==> config.mk <==
export PLATFORM = sky130hd
export DESIGN_NAME = tmr_scrub_reg
export DESIGN_NICKNAME = d
export VERILOG_FILES = /design/src/rtl/tmr_pkg.sv /design/src/rtl/tmr_vote.sv /design/src/rtl/tmr_scrub_reg.sv
export SDC_FILE = /design/constraint.sdc
export NUM_CORES = 1
export LEC_CHECK = 0
export BUFFER_PORTS_ARGS = -buffer_cell sky130_fd_sc_hd__buf_4
export CAP_MARGIN = 20
export CORE_AREA = 2 2 57 54
export DETAILED_ROUTE_END_ITERATION = 12
export DIE_AREA = 0 0 59 56
export GPL_TIMING_DRIVEN = 0
export PLACE_DENSITY = 0.72
export SYNTH_ARGS = -nofsm -noshare
export SYNTH_HDL_FRONTEND = slang
export SYNTH_SLANG_ARGS = --single-unit
==> constraint.sdc <==
create_clock -name clk -period 1.22 [get_ports clk]
set_input_delay 0.122 -clock clk [delete_from_list [all_inputs] [get_ports clk]]
set_output_delay 0.122 -clock clk [all_outputs]
set_load 0.02 [all_outputs]
==> src/rtl/tmr_pkg.sv <==
// Shared types and constants for the triple-redundant scrubbing register.
package tmr_pkg;

  // Controller states: idle/accepting writes, one-cycle compare, one-cycle repair.
  typedef enum logic [1:0] {
    StIdle  = 2'd0,
    StCheck = 2'd1,
    StScrub = 2'd2
  } tmr_state_e;

  // Lane selectors used by the fault-injection port.
  localparam logic [1:0] LANE_A = 2'd0;
  localparam logic [1:0] LANE_B = 2'd1;
  localparam logic [1:0] LANE_C = 2'd2;

  // Default parameter values for tmr_scrub_reg.
  localparam int unsigned DefWidth       = 8;
  localparam int unsigned DefScrubPeriod = 16;
  localparam int unsigned DefErrCntW     = 8;

endpackage

==> src/rtl/tmr_vote.sv <==
// Bitwise 2-of-3 majority voter.
module tmr_vote
  import tmr_pkg::*;
#(
  parameter int unsigned WIDTH = DefWidth
) (
  input  logic [WIDTH-1:0] a,
  input  logic [WIDTH-1:0] b,
  input  logic [WIDTH-1:0] c,
  output logic [WIDTH-1:0] out
);

  assign out = (a & b) | (b & c) | (a & c);

endmodule

==> src/rtl/tmr_scrub_reg.sv <==
// Triple-redundant register with periodic scrubbing.
// Three lanes hold the same value; a majority vote is always presented on voted.
// Every SCRUB_PERIOD idle cycles the lanes are compared and, if they disagree,
// all lanes are rewritten with the voted value and the error counter advances.
// Optional build macro TMR_FAULT_INJ_EN adds the inj_* ports for XOR fault injection.
module tmr_scrub_reg
  import tmr_pkg::*;
#(
  parameter int unsigned WIDTH        = DefWidth,
  parameter int unsigned SCRUB_PERIOD = DefScrubPeriod,
  parameter int unsigned ERR_CNT_W    = DefErrCntW
) (
  input  logic                 clk,
  input  logic                 rst,
  input  logic                 in_valid,
  output logic                 in_ready,
  input  logic [WIDTH-1:0]     in_data,
`ifdef TMR_FAULT_INJ_EN
  input  logic                 inj_en,
  input  logic [1:0]           inj_lane,
  input  logic [WIDTH-1:0]     inj_mask,
`endif
  output logic [WIDTH-1:0]     copy_a,
  output logic [WIDTH-1:0]     copy_b,
  output logic [WIDTH-1:0]     copy_c,
  output logic [WIDTH-1:0]     voted,
  output logic                 err_flag,
  output logic                 uncorr_flag,
  output logic [ERR_CNT_W-1:0] err_cnt,
  output logic                 busy
);

  // Timer wide enough for the largest legal period (255).
  localparam logic [7:0] TimerLast = 8'(SCRUB_PERIOD - 1);

  tmr_state_e st_q, st_d;

  logic [WIDTH-1:0]     lane_a_q, lane_a_d;
  logic [WIDTH-1:0]     lane_b_q, lane_b_d;
  logic [WIDTH-1:0]     lane_c_q, lane_c_d;
  logic [7:0]           timer_q, timer_d;
  logic [ERR_CNT_W-1:0] err_cnt_q, err_cnt_d;
  logic                 uncorr_q, uncorr_d;

  logic wr_fire;
  logic timer_done;
  logic lanes_agree;
  logic lanes_split;

  tmr_vote #(
    .WIDTH(WIDTH)
  ) u_vote (
    .a  (lane_a_q),
    .b  (lane_b_q),
    .c  (lane_c_q),
    .out(voted)
  );

  assign wr_fire     = in_valid && (st_q == StIdle);
  assign timer_done  = (timer_q == TimerLast);
  assign lanes_agree = (lane_a_q == lane_b_q) && (lane_b_q == lane_c_q);
  // No pair matches: the vote is a bit-mix, not a trusted value.
  assign lanes_split = (lane_a_q != lane_b_q) && (lane_b_q != lane_c_q) &&
                       (lane_a_q != lane_c_q);

  assign copy_a      = lane_a_q;
  assign copy_b      = lane_b_q;
  assign copy_c      = lane_c_q;
  assign err_cnt     = err_cnt_q;
  assign uncorr_flag = uncorr_q;

  // State register.
  always_ff @(posedge clk or posedge rst) begin
    if (rst) begin
      st_q <= StIdle;
    end else begin
      st_q <= st_d;
    end
  end

  // Next-state logic; a write in the expiry cycle keeps the FSM idle.
  always_comb begin
    st_d = st_q;
    unique case (st_q)
      StIdle:  if (!wr_fire && timer_done) st_d = StCheck;
      StCheck: st_d = lanes_agree ? StIdle : StScrub;
      StScrub: st_d = StIdle;
      default: st_d = StIdle;
    endcase
  end

  // Handshake and status outputs decoded from the current state.
  always_comb begin
    in_ready = 1'b0;
    busy     = 1'b0;
    err_flag = 1'b0;
    unique case (st_q)
      StIdle:  in_ready = 1'b1;
      StCheck: busy     = 1'b1;
      StScrub: begin
        busy     = 1'b1;
        err_flag = 1'b1;
      end
      default: in_ready = 1'b1;
    endcase
  end

  // Datapath next-state: lanes, scrub timer, error counter and sticky flag.
  always_comb begin
    lane_a_d  = lane_a_q;
    lane_b_d  = lane_b_q;
    lane_c_d  = lane_c_q;
    timer_d   = 8'd0;
    err_cnt_d = err_cnt_q;
    uncorr_d  = uncorr_q;

    if (st_q == StIdle && !wr_fire && !timer_done) begin
      timer_d = timer_q + 8'd1;
    end

    if (wr_fire) begin
      lane_a_d = in_data;
      lane_b_d = in_data;
      lane_c_d = in_data;
    end else if (st_q == StScrub) begin
      lane_a_d = voted;
      lane_b_d = voted;
      lane_c_d = voted;
`ifdef TMR_FAULT_INJ_EN
    end else if (inj_en) begin
      // Injection only lands when no write or repair owns the lanes this cycle.
      case (inj_lane)
        LANE_A:  lane_a_d = lane_a_q ^ inj_mask;
        LANE_B:  lane_b_d = lane_b_q ^ inj_mask;
        LANE_C:  lane_c_d = lane_c_q ^ inj_mask;
        default: ;
      endcase
`endif
    end

    if (st_q == StScrub && err_cnt_q != {ERR_CNT_W{1'b1}}) begin
      err_cnt_d = err_cnt_q + ERR_CNT_W'(1);
    end

    if (st_q == StCheck && lanes_split) begin
      uncorr_d = 1'b1;
    end
  end

  // Datapath registers; reset abandons any in-flight repair.
  always_ff @(posedge clk or posedge rst) begin
    if (rst) begin
      lane_a_q  <= '0;
      lane_b_q  <= '0;
      lane_c_q  <= '0;
      timer_q   <= 8'd0;
      err_cnt_q <= '0;
      uncorr_q  <= 1'b0;
    end else begin
      lane_a_q  <= lane_a_d;
      lane_b_q  <= lane_b_d;
      lane_c_q  <= lane_c_d;
      timer_q   <= timer_d;
      err_cnt_q <= err_cnt_d;
      uncorr_q  <= uncorr_d;
    end
  end

endmodule

==> flow_summary.toml, run 1 <==
[status]
outcome = "finished, violations left"
failed_checks = "setup timing"

[final_layout]
area_growth_syn_to_layout_pct = 58.5
layout.filler_cells = 225
final_util_pct = 59.7
final_common_cell = "sky130_fd_sc_hd__buf_4"
layout_common_cells = "sky130_fd_sc_hd__buf_4 (88), sky130_fd_sc_hd__dfrtp_1 (12), sky130_fd_sc_hd__conb_1 (10)"
design.final.nets = 178
share_of_cells_above_drive_strength_1_pct = 67.9
design_area_sq_mm = 0.00159
n_antenna_cell = 0

[power_and_ir_drop]
static-leakage-power_nw = 0.820
power.sequential.fraction_pct = 41.7
internal_power_mw = 1.06
combinationalPowerShare_pct = 39.0
netSwitchingFraction_pct = 33.1
power-per-cell-area_mw_per_mm2 = 995
worst_ir_drop_vdd_mv = 0.412
power_switching_mw = 0.522
part_of_the_power_in_the_clock_network_pct = 19.2

[grt]
grt_pass1_wl_um = 2890
globalRoute.totalOverflow = 0
first_global_vias = 668
grt_antenna_before_repair = 0
gr_usage_total_pct = 11.7
pin_count_of_the_biggest_net_entering_global_routing = 18

[run]
count_of_max_cap_constraint_violations = 0

[critical_path]
reg2reg_setup_slack_ns = -0.04
reg2reg_depth = 4
timing_worst_setup_path_type = "reg -> reg"
crit_fanout = 3
cp.required_ns = 1.40
crit_arrival_ns = 1.44
worst_setup_path_start_kind = "flip-flop"
endpoint_kind = "flip-flop"

[detailed_routing]
drt-total-wl_um = 2210
dr.first_iter.drc_count = 33
via_count = 838
detail-route-antenna-nets = 0
avgRoutedWirePerCell_um = 11.3
route.detailed.vias_per_inst = 4.30
detail_route.drc_violations = 0
detailedRoute.firstPassIterationCount = 3

[place]
hpwl_um = 1440
gp_congestion = 0.637
dpl_cell_area_sq_mm = 0.00142
place.port_buffers = 44
dp_worst_setup_slack_ns = -0.0970

[cts]
worst_setup_hold_path_clk_slew_ns = 0.10
worstSkewPairLatency_ns = 0.30
clk_path_buf_depth = 2
total_clock_buffers_created_by_cts = 3
tritoncts_num_sinks = 17
cts_tree = "yes"
cts_root_buf = "sky130_fd_sc_hd__clkbuf_4"
cts-htree-levels = 1

[timing]
finalHoldViolations = 0
maxSlewHeadroom_pct = 57.0
grt_setup_unrepaired = "yes"
fin_crit_sh_pct = 103
fmax_ghz = 0.793
timing.setup.tns_ns = -0.204
setup_viol = 6
timing_worst_slew_pin_value_ns = 0.644
final_period_minus_worst_setup_slack_ns = 1.26
final_critical_path_setup_slack_ns = -0.0414
finClkSkew_ns = 0.00502
final_max_slew_viol_count = 0

[floorplan]
floorplan.rows = 18
die_h_um = 56
floorplan.die.width_um = 59
dieArea_sq_mm = 0.00330
boundaryPins = 55
core_area_sq_mm = 0.00266
start_util_pct = 37.7

[synthesis]
yosys.area.top_type = "sky130_fd_sc_hd__dfrtp_1"
postSynthCellCount = 97
post-synth-top-area-fraction_pct = 42.5
postSynthRegisterBits = 17
synth_warnings = 0
synth.top_cells.by_area = "sky130_fd_sc_hd__dfrtp_1 (43%), sky130_fd_sc_hd__buf_4 (26%), sky130_fd_sc_hd__mux2_2 (6.7%)"
synth.lib_cells_used.distinct = 27
synth-seq-area-share_pct = 42.5
syn_avg_cell_area_sq_um = 10.3
syn-cell-area_sq_mm = 0.00100

[hold_path]
min_path_cells = 2
hp-class = "in -> reg"
-- flip-flops by register name (all words and copies together) (netlist names) --
| signal | flops |
|---|---|
| st_q | 1 |
| timer_q | 8 |
| copy_c | 8 |
-- stage by stage --
step	total power [mW]	instances	hold slack, ns
6_report	1.58	195	0.0428
3_3_place_gp	1.24	180	0.242
5_1_grt	1.67	195	0.0319
3_5_place_dp	1.25	180	0.247
2_1_floorplan	1.04	106	0.0480
4_1_cts	1.58	191	0.0392
-- worst max-delay path: stages, from the launching register on --
cell	delay, ns
sky130_fd_sc_hd__dfrtp_2	0.45
sky130_fd_sc_hd__nor4_4	0.36
sky130_fd_sc_hd__buf_4	0.17
sky130_fd_sc_hd__or3_1	0.09
sky130_fd_sc_hd__a21oi_1	0.07
-- logic make-up after synthesis --
logic type                 count (synthesis)  share of synthesized area [%]
AOI/OAI and AO/OA                         10                           6.13
xor gates and xnor gates                   1                          0.875
adders and majority gates                  1                           1.25
buffers and inverters                     41                           28.2
DFF                                       17                           42.5
muxes                                      8                           9.00
other                                      1                          0.375
and+or+nand+nor                           18                           11.6
-- repair_timing --
action / in CTS / in global routing
hold buffers: 1 / 0
pin swaps: 5 / 9
hold endpoints to repair: 17 / 0
resized for setup: 4 / 9
setup buffers: 7 / 4
setup endpoints to repair: 8 / 8
-- final cells by class --
class	instances	area (sq um)	area share (%)
plain buffers	35	263	16.6
clock buffers	3	22.5	1.42
clock inverters	1	5.00	0.315
inverters	5	18.8	1.18
multi-input cells	48	378	23.8
flip-flops and latches	17	432	27.2
well taps	30	37.5	2.37
repair buffers	56	430	27.1
-- cell usage after synthesis --
cell type / instances
sky130_fd_sc_hd__a21oi_1: 4
sky130_fd_sc_hd__a221o_1: 1
sky130_fd_sc_hd__a31oi_1: 1
sky130_fd_sc_hd__a41o_1: 1
sky130_fd_sc_hd__buf_2: 1
sky130_fd_sc_hd__buf_4: 34
sky130_fd_sc_hd__clkbuf_1: 1
sky130_fd_sc_hd__conb_1: 1
sky130_fd_sc_hd__dfrtp_1: 17
sky130_fd_sc_hd__ha_1: 1
sky130_fd_sc_hd__inv_1: 5
sky130_fd_sc_hd__mux2_1: 2
sky130_fd_sc_hd__mux2_2: 6
sky130_fd_sc_hd__nand2_1: 2
sky130_fd_sc_hd__nand2b_1: 1
sky130_fd_sc_hd__nand3_1: 1
sky130_fd_sc_hd__nand3_2: 1
sky130_fd_sc_hd__nand4_1: 1
sky130_fd_sc_hd__nand4_2: 1
sky130_fd_sc_hd__nor2_1: 3
sky130_fd_sc_hd__nor2b_1: 1
sky130_fd_sc_hd__nor3b_1: 1
sky130_fd_sc_hd__nor4_2: 1
sky130_fd_sc_hd__o21ai_0: 3
sky130_fd_sc_hd__or2_0: 1
sky130_fd_sc_hd__or3_1: 4
sky130_fd_sc_hd__xnor2_1: 1
-- power groups by stage --
stage | Sequential (mW) | Combinational [mW] | Clock [mW]
after floorplan | 0.693 | 0.347 | 0
after global placement | 0.662 | 0.576 | 0
after detailed placement | 0.667 | 0.584 | 0
after CTS | 0.654 | 0.610 | 0.317
after global routing | 0.669 | 0.651 | 0.346
final | 0.659 | 0.616 | 0.304
-- path summary, 6_finish.rpt --
check / start / endpoint
setup / recovery: timer_q[4]$_DFF_PP0_ / timer_q[4]$_DFF_PP0_
hold / removal: in_data[7] / copy_c[7]$_DFFE_PP0P_
setup reg to reg: timer_q[4]$_DFF_PP0_ / timer_q[4]$_DFF_PP0_
hold reg to reg: timer_q[0]$_DFF_PP0_ / timer_q[0]$_DFF_PP0_
max in group asynchronous: rst / timer_q[0]$_DFF_PP0_
min in group asynchronous: rst / copy_c[1]$_DFFE_PP0P_
-- metal layers --
metal	up-vias	part of all wire (%)	global-route usage, %	wire length (um)
met4	0	2.1	8.44	46
li1	414	-	-	-
met2	43	49	18.1	1080
met5	-	0	0	0
met3	5	10	3.72	231
met1	376	39	13.2	857
No activity file was read; power rests on OpenSTA's default activity.
==> run 2: changes to the inputs <==
==> config.mk (replaced) <==
export PLATFORM = sky130hd
export DESIGN_NAME = tmr_scrub_reg
export DESIGN_NICKNAME = d
export VERILOG_FILES = /design/src/rtl/tmr_pkg.sv /design/src/rtl/tmr_vote.sv /design/src/rtl/tmr_scrub_reg.sv
export SDC_FILE = /design/constraint.sdc
export NUM_CORES = 1
export LEC_CHECK = 0
export CAP_MARGIN = 20
export CORE_AREA = 2 2 51 48
export DETAILED_ROUTE_END_ITERATION = 12
export DIE_AREA = 0 0 53 50
export DONT_BUFFER_PORTS = 1
export GPL_TIMING_DRIVEN = 0
export PLACE_DENSITY = 0.66
export SYNTH_ARGS = -nofsm -noshare
export SYNTH_HDL_FRONTEND = slang
export SYNTH_SLANG_ARGS = --single-unit
==> run 2 against run 1 <==
The flow now finishes without violations. Die area shrank 20%. First-iteration DRC count shrank 70%. Cell area decreased by 17%. Worst hold slack improved by 0.0039 ns. Sequential share of layout area grew 5.9 points. Total power shrank 9.7%. Setup slack better by 0.046 ns. Critical path depth decreased by 1. Cell count down 23%. Sequential cell count stayed put. Critical path type unchanged. Critical endpoint is now timer_q[7]$_DFF_PP0_.
==> flow_summary.toml, run 2 (synthesis results as in run 1) <==
[place]
dp_worst_setup_slack_ns = -0.119
place.port_buffers = 0
dpl_cell_area_sq_mm = 0.00109
gp_congestion = 0.623
hpwl_um = 1250
placed_cells = 133

[critical_path]
endpoint_kind = "flip-flop"
crit_arrival_ns = 1.44
worst_setup_path_start_kind = "flip-flop"
crit-reg2reg-capture = "timer_q[7]$_DFF_PP0_"
critical_path.reg2reg.startpoint = "st_q[0]$_DFFE_PP0P_"
timing_worst_setup_path_type = "reg -> reg"
reg2reg_depth = 3
cp.required_ns = 1.44
endpoint = "timer_q[7]$_DFF_PP0_"
reg2reg_setup_slack_ns = 0.005
setup.worst_path.start = "st_q[0]$_DFFE_PP0P_"
crit_fanout = 7

[floorplan]
floorplan.die.width_um = 53
die_h_um = 50
dieArea_sq_mm = 0.00265
core_area_sq_mm = 0.00210
start_util_pct = 47.6
boundaryPins = 55
floorplan.rows = 16

[final_layout]
design_area_sq_mm = 0.00131
layout_common_cells = "sky130_fd_sc_hd__buf_4 (39), sky130_fd_sc_hd__conb_1 (10), sky130_fd_sc_hd__dfrtp_1 (10)"
instances_no_fill = 150
design.final.nets = 136
register_area_sq_um = 434
multi_input_area_sq_um = 404
area_growth_syn_to_layout_pct = 31.1
final_util_pct = 62.4
final_common_cell = "sky130_fd_sc_hd__buf_4"
share_of_cells_above_drive_strength_1_pct = 55.3
n_antenna_cell = 0
layout.filler_cells = 167

[detailed_routing]
detail-route-antenna-nets = 0
met2_length_um = 867
detailedRoute.firstPassIterationCount = 4
wl_met3_um = 184
avgRoutedWirePerCell_um = 12.1
route.detailed.vias_per_inst = 4.78
top_signal_layer_used = "met4"
detail_route.drc_violations = 0
dr.first_iter.drc_count = 10
drt-total-wl_um = 1820
wl_met1_um = 752
via_count = 717

[cts]
tritoncts_num_sinks = 17
cts_root_buf = "sky130_fd_sc_hd__clkbuf_4"
worstSkewPairLatency_ns = 0.29
total_clock_buffers_created_by_cts = 3
clk_path_buf_depth = 2
worst_setup_hold_path_clk_slew_ns = 0.10
cts-htree-levels = 1
cts_tree = "yes"

[timing]
finalHoldViolations = 0
final_max_slew_viol_count = 0
grt_setup_unrepaired = "yes"
fmax_ghz = 0.823
final_critical_path_setup_slack_ns = 0.00486
setup_viol = 0
final_period_minus_worst_setup_slack_ns = 1.22
fin_crit_sh_pct = 99.6
hold-worst-slack_ns = 0.0467
finClkSkew_ns = 0.000588
maxSlewHeadroom_pct = 57.9
timing_worst_slew_pin_value_ns = 0.631

[power_and_ir_drop]
combinationalPowerShare_pct = 29.6
power_switching_mw = 0.494
power-per-cell-area_mw_per_mm2 = 1090
worst_ir_drop_vdd_mv = 0.712
static-leakage-power_nw = 0.633
part_of_the_power_in_the_clock_network_pct = 21.6
power.sequential.fraction_pct = 48.8
netSwitchingFraction_pct = 34.7
internal_power_mw = 0.931

[grt]
first_global_vias = 643
pin_count_of_the_biggest_net_entering_global_routing = 18
grt_pass1_wl_um = 2840
gr_usage_total_pct = 14.7
globalRoute.totalOverflow = 0
grt_antenna_before_repair = 0

[run]
count_of_max_cap_constraint_violations = 0

[hold_path]
hp-class = "in -> reg"
worstHoldStart = "in_valid"

[status]
outcome = "complete, no violations"
run 2: cell count changes in the layout (fill, tap and decap cells not counted), moves of 2 or more:
cell,before,now
sky130_fd_sc_hd__dfrtp_2,5,7
sky130_fd_sc_hd__mux2_4,0,8
sky130_fd_sc_hd__buf_4,88,39
sky130_fd_sc_hd__dfrtp_1,12,10
sky130_fd_sc_hd__mux2_2,6,0
sky130_fd_sc_hd__mux2_1,2,0
sky130_fd_sc_hd__dlygate4sd3_1,1,9
run 2: worst max-delay path: stages, from the launching register on:
cell	delay (ns)
sky130_fd_sc_hd__dfrtp_2	0.49
sky130_fd_sc_hd__or2_4	0.29
sky130_fd_sc_hd__a41o_1	0.25
sky130_fd_sc_hd__a21oi_1	0.12
run 2: how the worst min path moves through the flow:
| stage | cells past startpoint | slack [ns] | to |
|---|---|---|---|
| floorplan | 1 | 0.05 | copy_c[0]$_DFFE_PP0P_ |
| global placement | 1 | 0.13 | copy_c[1]$_DFFE_PP0P_ |
| detailed placement | 1 | 0.13 | copy_c[1]$_DFFE_PP0P_ |
| CTS | 1 | -0.03 | copy_c[0]$_DFFE_PP0P_ |
| global route | 2 | 0.03 | st_q[0]$_DFFE_PP0P_ |
| finish | 2 | 0.05 | timer_q[6]$_DFF_PP0_ |
run 2: through the flow:
step,setup TNS (ns),power [mW]
2_1_floorplan,0,1.04
3_3_place_gp,-0.521,1.06
3_5_place_dp,-0.835,1.07
4_1_cts,-0.0888,1.41
5_1_grt,-0.435,1.50
6_report,0,1.43
run 2: layout make-up:
class                      count  area share [%]
buffer                        35            20.3
clock buffer                   3            1.72
clock inverter                 1           0.381
inverter                       5            1.43
multi-input combinational     48            30.8
sequential                    17            33.1
tap                           27            2.57
timing repair buffer          14            9.72
run 2: power groups by stage:
stage          sequential, mW  combinational (mW)  clock [mW]
6_report                0.695               0.422       0.308
2_1_floorplan           0.693               0.347           0
3_5_place_dp            0.704               0.368           0
5_1_grt                 0.705               0.454       0.345
4_1_cts                 0.694               0.398       0.319
3_3_place_gp            0.701               0.364           0
run 2: timing repair:
item | in CTS | in global routing
hold buffers | 8 | 1
endpoints found under the hold margin | 25 | 1
buffers inserted | 4 | 1
gates resized for setup | 9 | 14
pin swaps | 7 | 7
endpoints found under the setup margin | 14 | 16
run 2: routing by layer:
layer | vias to the layer above | track usage [%]
met5 | - | 0
met4 | 0 | 3.85
met3 | 2 | 5.76
met2 | 37 | 24.6
met1 | 343 | 17.3
li1 | 335 | -
==> run 3: changes to the inputs <==
--- a/config.mk
+++ b/config.mk
@@ -5,13 +5,13 @@
 export SDC_FILE = /design/constraint.sdc
 export NUM_CORES = 1
 export LEC_CHECK = 0
-export CAP_MARGIN = 20
-export CORE_AREA = 2 2 51 48
+export CAP_MARGIN = 0
+export CORE_AREA = 2 2 48 50
 export DETAILED_ROUTE_END_ITERATION = 12
-export DIE_AREA = 0 0 53 50
+export DIE_AREA = 0 0 50 52
 export DONT_BUFFER_PORTS = 1
 export GPL_TIMING_DRIVEN = 0
-export PLACE_DENSITY = 0.66
+export PLACE_DENSITY = 0.67
 export SYNTH_ARGS = -nofsm -noshare
 export SYNTH_HDL_FRONTEND = slang
 export SYNTH_SLANG_ARGS = --single-unit
==> run 3 against run 2 <==
Sequential power about the same. First-iteration DRC count fell by 50%. The run now ends with setup timing left. Cell count is the same. Worst hold slack improved by 0.00072 ns. Via count down 4.5%. Maximum frequency decreased by 2.1%. Highest routed layer unchanged. Sequential share of layout area decreased by 0.097 points.
==> flow_summary.toml, run 3 (synthesis results as in run 1) <==
[floorplan]
dieArea_sq_mm = 0.00260
boundaryPins = 55
core_area_sq_mm = 0.00211
die_h_um = 52
floorplan.rows = 17
start_util_pct = 47.5
floorplan.die.width_um = 50

[final_layout]
final_common_cell = "sky130_fd_sc_hd__buf_4"
design_area_sq_mm = 0.00131
register_area_sq_um = 430
n_antenna_cell = 0
design.final.nets = 135
layout_common_cells = "sky130_fd_sc_hd__buf_4 (38), sky130_fd_sc_hd__dfrtp_1 (13), sky130_fd_sc_hd__conb_1 (10)"
layout.filler_cells = 166
share_of_cells_above_drive_strength_1_pct = 52.5
area_growth_syn_to_layout_pct = 30.4
multi_input_area_sq_um = 408

[grt]
globalRoute.totalOverflow = 0
grt_pass1_wl_um = 2630
pin_count_of_the_biggest_net_entering_global_routing = 18
grt_antenna_before_repair = 0
gr_usage_total_pct = 13.8
first_global_vias = 610

[critical_path]
endpoint_kind = "flip-flop"
worst_setup_path_start_kind = "flip-flop"
crit_arrival_ns = 1.47
timing_worst_setup_path_type = "reg -> reg"
critical_path.reg2reg.startpoint = "timer_q[0]$_DFF_PP0_"
crit_fanout = 5
timing.critical_path.cells = "ha_4, nand3_4, or3_1, a21oi_2"
critical-path-max-stage-delay_ns = 0.42
setup.worst_path.start = "timer_q[0]$_DFF_PP0_"
timing.critical_path.slowest_stage_cell = "sky130_fd_sc_hd__dfrtp_2"
buffers_and_inverters_on_the_worst_path = 0
critPathTopFamily = "simple AND/OR/NAND/NOR gates"
cp.required_ns = 1.45

[power_and_ir_drop]
power-per-cell-area_mw_per_mm2 = 1090
static-leakage-power_nw = 0.634
netSwitchingFraction_pct = 34.0
combinationalPowerShare_pct = 30.0
part_of_the_power_in_the_clock_network_pct = 21.3
power.sequential.fraction_pct = 48.7
internal_power_mw = 0.940
power_switching_mw = 0.485
worst_ir_drop_vdd_mv = 0.579

[run]
count_of_max_cap_constraint_violations = 0

[cts]
cts_tree = "yes"
worst_setup_hold_path_clk_slew_ns = 0.10
cts_root_buf = "sky130_fd_sc_hd__clkbuf_4"
tritoncts_num_sinks = 17
worstSkewPairLatency_ns = 0.29
total_clock_buffers_created_by_cts = 3
cts-htree-levels = 1
clk_path_buf_depth = 2

[detailed_routing]
via_count = 685
drt-total-wl_um = 1850
route.detailed.vias_per_inst = 4.57
detailedRoute.firstPassIterationCount = 4
avgRoutedWirePerCell_um = 12.4
dr.first_iter.drc_count = 5
detail_route.drc_violations = 0
detail-route-antenna-nets = 0

[timing]
grt_setup_unrepaired = "yes"
timing_worst_slew_pin_value_ns = 0.648
finalHoldViolations = 0
setup_viol = 4
final_period_minus_worst_setup_slack_ns = 1.24
fin_crit_sh_pct = 102
fmax_ghz = 0.805
maxSlewHeadroom_pct = 56.8
final_max_slew_viol_count = 0
finClkSkew_ns = 0.00283
timing.setup.tns_ns = -0.0444
final_critical_path_setup_slack_ns = -0.0217

[status]
failed_checks = "setup timing"
outcome = "finished, violations left"

[place]
hpwl_um = 1200
gp_congestion = 0.693
place.port_buffers = 0
dpl_cell_area_sq_mm = 0.00109

[hold_path]
worstHoldStart = "in_valid"
hp-class = "in -> reg"
==> run 3: cell types whose count changed in the layout (fill, tap and decap cells not counted) <==
cell                       change
sky130_fd_sc_hd__dfrtp_1       +3
sky130_fd_sc_hd__dfrtp_2       -3
sky130_fd_sc_hd__a21oi_1       -1
sky130_fd_sc_hd__a21oi_2       +1
sky130_fd_sc_hd__buf_4         -1
sky130_fd_sc_hd__clkbuf_1      +1
sky130_fd_sc_hd__clkinv_2      -1
==> run 3: worst register-to-register path: stages (launching register included) <==
cell,delay (ns)
sky130_fd_sc_hd__dfrtp_2,0.42
sky130_fd_sc_hd__ha_4,0.17
sky130_fd_sc_hd__nand3_4,0.10
sky130_fd_sc_hd__or3_1,0.38
sky130_fd_sc_hd__a21oi_2,0.12
==> run 3: worst paths after layout <==
check / slack, ns / endpoint / cells after the start
worst min register to register: 0.51 / timer_q[0]$_DFF_PP0_ / 1
max in group asynchronous: 0.40 / timer_q[0]$_DFF_PP0_ / 2
worst max register to register: -0.02 / timer_q[4]$_DFF_PP0_ / 4
min in group asynchronous: 0.37 / copy_c[7]$_DFFE_PP0P_ / 2
worst max-delay path: -0.02 / timer_q[4]$_DFF_PP0_ / 4
worst min-delay path: 0.05 / timer_q[4]$_DFF_PP0_ / 2
==> run 3: power by group through the flow <==
stage | combinational [mW] | sequential [mW] | clock, mW
after global placement | 0.364 | 0.699 | 0
after global routing | 0.454 | 0.703 | 0.339
after CTS | 0.401 | 0.692 | 0.303
after detailed placement | 0.367 | 0.704 | 0
after floorplan | 0.347 | 0.693 | 0
final | 0.428 | 0.694 | 0.303
==> run 3: repair_timing <==
action / 4_1_cts / 5_1_grt
buffers inserted: 4 / 0
hold endpoints to repair: 25 / 1
pin swaps: 4 / 2
gates resized for setup: 8 / 13
setup endpoints to repair: 15 / 16
hold buffers: 8 / 1
==> run 3: cell type report <==
type | count | share of cell area [%]
buffer | 35 | 20.4
clock buffer | 4 | 2.01
inverter | 5 | 1.44
multi-input combinational | 48 | 31.3
sequential | 17 | 33.0
tap | 28 | 2.68
timing repair buffer | 13 | 9.20
==> run 3: stage by stage <==
step	hold WS [ns]	utilization [%]	setup slack [ns]	cells	total power [mW]
2_1_floorplan	0.0480	-	0.00809	106	1.04
3_3_place_gp	0.137	51.8	-0.0866	134	1.06
3_5_place_dp	0.127	51.8	-0.0955	134	1.07
4_1_cts	-0.0171	59.1	-0.0169	149	1.40
5_1_grt	0.0356	62.0	-0.106	150	1.50
6_report	0.0474	62.0	-0.0217	150	1.42
==> run 3: per-layer routing <==
metal | wire, um | share of wire, % | vias to the layer above | GRT usage [%]
li1 | - | - | 334 | -
met1 | 767 | 41 | 314 | 15.3
met2 | 942 | 51 | 35 | 24.8
met3 | 118 | 6.4 | 2 | 4.02
met4 | 24 | 1.3 | 0 | 5.56
met5 | 0 | 0 | - | 0
